--- config.mk ---
export PLATFORM = sky130hd
export DESIGN_NAME = uart_tx_param_flat
export DESIGN_NICKNAME = d
export VERILOG_FILES = /design/src/rtl/uart_tx_pkg.sv /design/src/rtl/uart_tx_param_if.sv /design/src/rtl/uart_tx_serializer.sv /design/src/rtl/uart_tx_param.sv /design/src/flat_wrapper.sv
export SDC_FILE = /design/constraint.sdc
export NUM_CORES = 1
export LEC_CHECK = 0
export BUFFER_PORTS_ARGS = -buffer_cell sky130_fd_sc_hd__buf_2
export CORE_MARGIN = 2
export CORE_UTILIZATION = 40
export CTS_CLUSTER_DIAMETER = 120
export CTS_CLUSTER_SIZE = 16
export DETAILED_ROUTE_END_ITERATION = 6
export GPL_ROUTABILITY_DRIVEN = 1
export SLEW_MARGIN = 20
export SYNTH_ARGS = -nofsm -noshare
export SYNTH_HDL_FRONTEND = slang
export SYNTH_SLANG_ARGS = --single-unit
--- constraint.sdc ---
create_clock -name CLK -period 1.9 [get_ports CLK]
set_input_delay 0.095 -clock CLK [delete_from_list [all_inputs] [get_ports CLK]]
set_output_delay 0.095 -clock CLK [all_outputs]
set_load 0.01 [all_outputs]
--- src/rtl/uart_tx_pkg.sv ---
// ============================================================================
// Module   : uart_tx_pkg
// Brief    : Shared types and constants for the parametrised UART transmitter.
// Revision : 1.0 - initial release
// ============================================================================
`default_nettype none

package uart_tx_pkg;

    typedef enum logic [2:0] {
        IDLE   = 3'd0,
        STR    = 3'd1,
        DATA   = 3'd2,
        PARITY = 3'd3,
        STP1   = 3'd4,
        STP2   = 3'd5
    } state_t;

    localparam logic EVEN = 1'b0;
    localparam logic ODD  = 1'b1;

    // Wide enough to count the largest legal frame (9 data bits)
    localparam int CNT_W = $clog2(9);

    function automatic logic parity_bit(input logic xor_red, input logic par_typ);
        return xor_red ^ (par_typ == ODD);
    endfunction

endpackage

`default_nettype wire

--- src/rtl/uart_tx_param_if.sv ---
// ============================================================================
// Module   : uart_tx_param_if
// Brief    : Producer-side valid/ready bus with per-frame format settings.
// Revision : 1.0 - initial release
// ============================================================================
`default_nettype none

interface uart_tx_param_if #(
    parameter int DATA_WIDTH = 8
);
    logic [DATA_WIDTH-1:0] P_DATA;
    logic                  Data_valid;
    logic                  PAR_EN;
    logic                  PAR_TYP;
    logic                  STP_2;
    logic                  Ready;

    modport master (
        output P_DATA, Data_valid, PAR_EN, PAR_TYP, STP_2,
        input  Ready
    );

    modport slave (
        input  P_DATA, Data_valid, PAR_EN, PAR_TYP, STP_2,
        output Ready
    );
endinterface

`default_nettype wire

--- src/rtl/uart_tx_serializer.sv ---
// ============================================================================
// Module   : uart_tx_serializer
// Brief    : LSB-first shift register with data-bit counter for the UART TX.
// Revision : 1.0 - initial release
// ============================================================================
`default_nettype none

module uart_tx_serializer
    import uart_tx_pkg::*;
#(
    parameter int DATA_WIDTH = 8
) (
    input  wire logic                  CLK,
    input  wire logic                  RST,
    input  wire logic                  load,
    input  wire logic                  clear,
    input  wire logic                  shift,
    input  wire logic [DATA_WIDTH-1:0] load_data,
    output logic                       cur_bit,
    output logic                       next_bit,
    output logic                       last
);

    logic [DATA_WIDTH-1:0] r_shift;
    logic [CNT_W-1:0]      r_cnt;

    always_ff @(posedge CLK or negedge RST) begin
        if (!RST) begin
            r_shift <= '0;
            r_cnt   <= '0;
        end else if (load) begin
            r_shift <= load_data;
            r_cnt   <= '0;
        end else begin
            if (clear) begin
                r_cnt <= '0;
            end
            if (shift) begin
                r_shift <= r_shift >> 1;
                r_cnt   <= r_cnt + CNT_W'(1);
            end
        end
    end

    // next_bit is what lands on the line once the current bit has been shifted out
    assign cur_bit  = r_shift[0];
    assign next_bit = r_shift[1];
    assign last     = (r_cnt == CNT_W'(DATA_WIDTH - 1));

endmodule

`default_nettype wire

--- src/rtl/uart_tx_param.sv ---
// ============================================================================
// Module   : uart_tx_param
// Brief    : Parametrised UART transmitter with parity, 1/2 stop bits and a
//            one-deep holding register in front of the serialiser.
// Revision : 1.0 - initial release
// ============================================================================
`default_nettype none

module uart_tx_param
    import uart_tx_pkg::*;
#(
    parameter int DATA_WIDTH = 8
) (
    input  wire logic       CLK,
    input  wire logic       RST,
    input  wire logic       TICK,
    uart_tx_param_if.slave  bus,
    output logic            TX_OUT,
    output logic            Busy
);

    state_t                r_state;
    logic                  r_hold_full;
    logic [DATA_WIDTH-1:0] r_hold_data;
    logic                  r_hold_par_en;
    logic                  r_hold_par_typ;
    logic                  r_hold_stp2;
    logic                  r_par_en;
    logic                  r_par_bit;
    logic                  r_stp2;

    logic w_frame_end;
    logic w_drain;
    logic w_accept;
    logic w_shift;
    logic w_clear;
    logic w_cur_bit;
    logic w_next_bit;
    logic w_last;

    assign w_frame_end = ((r_state == STP1) && !r_stp2) || (r_state == STP2);
    assign w_drain     = TICK && r_hold_full && ((r_state == IDLE) || w_frame_end);
    assign w_accept    = bus.Data_valid && !r_hold_full;
    assign w_shift     = TICK && (r_state == DATA) && !w_last;
    assign w_clear     = TICK && (r_state == STR);

    assign bus.Ready = !r_hold_full;
    assign Busy      = (r_state != IDLE) || r_hold_full;

    // Accept and drain are mutually exclusive since accept needs an empty register
    always_ff @(posedge CLK or negedge RST) begin
        if (!RST) begin
            r_hold_full    <= 1'b0;
            r_hold_data    <= '0;
            r_hold_par_en  <= 1'b0;
            r_hold_par_typ <= EVEN;
            r_hold_stp2    <= 1'b0;
        end else if (w_accept) begin
            r_hold_full    <= 1'b1;
            r_hold_data    <= bus.P_DATA;
            r_hold_par_en  <= bus.PAR_EN;
            r_hold_par_typ <= bus.PAR_TYP;
            r_hold_stp2    <= bus.STP_2;
        end else if (w_drain) begin
            r_hold_full    <= 1'b0;
        end
    end

    uart_tx_serializer #(
        .DATA_WIDTH (DATA_WIDTH)
    ) u_serializer (
        .CLK       (CLK),
        .RST       (RST),
        .load      (w_drain),
        .clear     (w_clear),
        .shift     (w_shift),
        .load_data (r_hold_data),
        .cur_bit   (w_cur_bit),
        .next_bit  (w_next_bit),
        .last      (w_last)
    );

    always_ff @(posedge CLK or negedge RST) begin
        if (!RST) begin
            r_state  <= IDLE;
            TX_OUT   <= 1'b1;
            r_par_en <= 1'b0;
            r_par_bit <= 1'b0;
            r_stp2   <= 1'b0;
        end else if (TICK) begin
            if ((r_state == IDLE) || w_frame_end) begin
                // Frame settings are latched here so producer changes mid-frame are ignored
                if (r_hold_full) begin
                    r_par_en  <= r_hold_par_en;
                    r_stp2    <= r_hold_stp2;
                    r_par_bit <= parity_bit(^r_hold_data, r_hold_par_typ);
                    TX_OUT    <= 1'b0;
                    r_state   <= STR;
                end else begin
                    TX_OUT    <= 1'b1;
                    r_state   <= IDLE;
                end
            end else begin
                case (r_state)
                    STR: begin
                        TX_OUT  <= w_cur_bit;
                        r_state <= DATA;
                    end
                    DATA: begin
                        if (!w_last) begin
                            TX_OUT <= w_next_bit;
                        end else if (r_par_en) begin
                            TX_OUT  <= r_par_bit;
                            r_state <= PARITY;
                        end else begin
                            TX_OUT  <= 1'b1;
                            r_state <= STP1;
                        end
                    end
                    PARITY: begin
                        TX_OUT  <= 1'b1;
                        r_state <= STP1;
                    end
                    STP1: begin
                        TX_OUT  <= 1'b1;
                        r_state <= STP2;
                    end
                    default: begin
                        TX_OUT  <= 1'b1;
                        r_state <= IDLE;
                    end
                endcase
            end
        end
    end

endmodule

`default_nettype wire

--- src/flat_wrapper.sv ---
// flat-port wrapper written by rule: the top's interface ports become plain ports
module uart_tx_param_flat import uart_tx_pkg::*;
#(
    parameter int DATA_WIDTH = 8
)
  (CLK, RST, TICK, TX_OUT, Busy, bus_P_DATA, bus_Data_valid, bus_PAR_EN, bus_PAR_TYP, bus_STP_2, bus_Ready);
  uart_tx_param_if #(.DATA_WIDTH(DATA_WIDTH)) bus_i ();
  input  wire logic CLK;
  input  wire logic RST;
  input  wire logic TICK;
  output logic TX_OUT;
  output logic Busy;
  input wire logic [$bits(bus_i.P_DATA)-1:0] bus_P_DATA;
  input wire logic [$bits(bus_i.Data_valid)-1:0] bus_Data_valid;
  input wire logic [$bits(bus_i.PAR_EN)-1:0] bus_PAR_EN;
  input wire logic [$bits(bus_i.PAR_TYP)-1:0] bus_PAR_TYP;
  input wire logic [$bits(bus_i.STP_2)-1:0] bus_STP_2;
  output wire logic [$bits(bus_i.Ready)-1:0] bus_Ready;
  assign bus_i.P_DATA = bus_P_DATA;
  assign bus_i.Data_valid = bus_Data_valid;
  assign bus_i.PAR_EN = bus_PAR_EN;
  assign bus_i.PAR_TYP = bus_PAR_TYP;
  assign bus_i.STP_2 = bus_STP_2;
  assign bus_Ready = bus_i.Ready;
  uart_tx_param #(.DATA_WIDTH(DATA_WIDTH)) u_core (.CLK(CLK), .RST(RST), .TICK(TICK), .bus(bus_i), .TX_OUT(TX_OUT), .Busy(Busy));
endmodule
==> results.yml <==
timing:
  worst_pin_slew_ns: 0.691
  fin_ws_ns: 0.165
  finalSetupViolations: 0
  max_clock_freq_mhz: 576
  report.final.slew_viol_count: 0
  rsz0062_at_grt: "no"
  post-route-period-util: 0.913
  min_period_ns: 1.74
  finalSetupTns_ns: 0
  relSlewSlack: 0.539
  hold_viol: 0
  finClkSkew_ns: 0.00343
  hold_slack_ns: 0.0482
place:
  gp_congestion: 0.747
  port_buffers: 17
  pre_cts_ws_ns: 0.163
  placed_cells: 184
  dpl.hpwl_um: 2020
synth:
  yosysWarnings: 0
  synth.area.top_cells: "dfrtp_1 (50%), mux2_2 (9.1%), a22o_1 (6.5%), a21o_1 (4.0%), xnor2_1 (2.9%)"
  synth_cell_types: 39
  syn_area_per_cell_sq_um: 12.3
  yosys.area.top_type_share: 0.503
  ys_ff_latch: 31
  syn_area_sq_um: 1490
  netlist_instances: 121
  synth_top_cell_by_area: "dfrtp_1"
  yosysSeqAreaShare: 0.521
  syn_nets: 137
global_routing:
  grt_overflow_total: 0
  grt_max_degree: 32
  grt_pass1_wl_um: 4990
  grt_antenna_before_repair: 0
  grt_usage: 0.157
  first_global_vias: 1095
worst_setup_path:
  critPathRequiredTime_ns: 2.06
  crit_fanout: 14
  worst_setup_path_start_kind: "register"
  crit_type: "reg2reg"
  arrival_ns: 1.89
  worstRegToRegCells: 3
  end_kind: "register"
layout:
  final_common_cell: "dfrtp_1"
  fin_cells: 193
  n_antenna_cell: 0
  syn2layout_area_growth_pct: 17.0
  final_cell_mix: "dfrtp_1 (30), buf_2 (17), mux2_2 (12), a22o_1 (11), a21o_1 (8)"
  drive_gt1_frac: 0.310
  fillers: 360
  final_nets: 160
floorplanning:
  fp.dieW_um: 65.1
  top_level_ports: 18
  fp-row-count: 22
  die_h_um: 65.1
  initial_core_util: 0.411
  die-area_sq_um: 4240
  core_sq_um: 3630
drt:
  drtAntennaViolNets: 0
  drcViolationCount: 0
  wl_per_cell_um: 14.6
  drt_wl_total_um: 2830
  dr_total_vias: 1055
  vias_per_cell: 5.47
  drt_iter0_markers: 45
  drtPass1Iterations: 4
clock_network:
  tritoncts: "done"
  clockBufferDepth: 2
  cts_buffers: 5
  cts_num_sinks: 31
  cts_root_buffer: "clkbuf_8"
  postCtsSetupBuffers: 0
  worstSkewPairLatency_ns: 0.28
  htree_levels: 2
  clk_pin_slew_worst_paths_ns: 0.07
  ctsResizeCount: 0
worst_hold_path:
  holdPathStages: 2
  hp-class: "in2reg"
power_and_ir_drop:
  peakVddDrop_v: 0.000852
  leakagePower_nw: 0.824
  p_per_area_nw_per_um2: 1680
job:
  drv_cap: 0
run_status:
  status: "complete, no violations"
## flip-flops by register name, indices dropped and copies added, names as in the netlist
| signal | count |
|---|---|
| u_core.TX_OUT | 1 |
| u_core.r_hold_data | 8 |
| u_core.r_hold_full | 1 |
| u_core.r_hold_par_en | 1 |
| u_core.r_hold_par_typ | 1 |
| u_core.r_hold_stp2 | 1 |
| u_core.r_par_bit | 1 |
| u_core.r_par_en | 1 |
| u_core.r_state | 3 |
| u_core.r_stp2 | 1 |
| u_core.u_serializer.r_cnt | 4 |
| u_core.u_serializer.r_shift | 8 |
## cells by family after synthesis
group	count (synthesis)	synth area share
buffers and inverters	8	0.0235
muxes	15	0.113
xor gates and xnor gates	7	0.0503
DFF	31	0.521
and+or+nand+nor	27	0.123
adders and majority gates	1	0.00838
AOI/OAI and AO/OA	32	0.161
## worst max-delay path: stages, from the launching register on
cell	delay, ns
dfrtp_1	0.46
and3b_1	0.25
and4bb_2	0.54
mux2_1	0.36
## worst paths after layout
path | startpoint | slack (ns) | end
worst min register to register | u_core.u_serializer.r_shift[4]$_DFFE_PN0P_ | 0.48 | u_core.u_serializer.r_shift[4]$_DFFE_PN0P_
worst min-delay path | bus_P_DATA[2] | 0.05 | u_core.r_hold_data[2]$_DFFE_PN0P_
min in group asynchronous | RST | 0.38 | u_core.r_state[1]$_DFFE_PN0P_
worst max register to register | u_core.r_state[0]$_DFFE_PN0P_ | 0.16 | u_core.r_stp2$_DFFE_PN0P_
max in group asynchronous | RST | 1.06 | u_core.r_hold_par_en$_DFFE_PN0P_
worst max-delay path | u_core.r_state[0]$_DFFE_PN0P_ | 0.16 | u_core.r_stp2$_DFFE_PN0P_
## cells in the mapped netlist (all sizes together)
cell and n:
dfrtp 30, clkbuf 2, inv 4, and3b 2, o211ai 1, o21ai 5
a211oi 2, nand2 4, ha 1, buf 2, xnor3 1, or3b 1
nand2b 2, a21o 8, nor2b 2, nor4 1, xor2 1, dfstp 1
mux2 15, a221o 1, nand3b 1, or4 1, a22o 11, and3 1
nor3b 3, nor3 1, nor2 5, a21oi 3, a22oi 1, and4bb 1
nand3 2, xnor2 5
## routing by layer
metal	vias up	part of all wire	global-route usage
met5	-	0	0
met4	0	0.018	0.0625
met3	6	0.046	0.0486
met2	25	0.48	0.259
met1	532	0.45	0.190
li1	492	-	-
## report_power, final
part           internal, mW  total [mW]  switching [mW]
registers             0.965        1.22           0.259
clock network         0.329       0.573           0.244
logic                 0.665        1.14           0.472
## final cells by class
type / count / area [sq um] / area share
timing repair buffer: 20 / 110 / 0.0630
sequential: 31 / 777 / 0.445
clock buffer: 7 / 96.3 / 0.0552
multi-input combinational: 82 / 681 / 0.390
tap: 48 / 60.1 / 0.0344
inverter: 4 / 15.0 / 0.00860
clock inverter: 1 / 7.51 / 0.00430
## metrics by stage
| step | instance area (sq um) | power (mW) | utilization |
|---|---|---|---|
| floorplan | 1490 | 2.11 | - |
| global placement | 1630 | 2.34 | 0.449 |
| detailed placement | 1630 | 2.38 | 0.449 |
| CTS | 1750 | 2.97 | 0.481 |
| global route | 1750 | 3.15 | 0.481 |
| finish | 1750 | 2.93 | 0.481 |
## timing repair
item | 4_1_cts | 5_1_grt
endpoints found under the hold margin | 30 | 0
setup endpoints to repair | 0 | 0
hold buffers | 1 | 0
No activity file was read; power rests on OpenSTA's default activity.
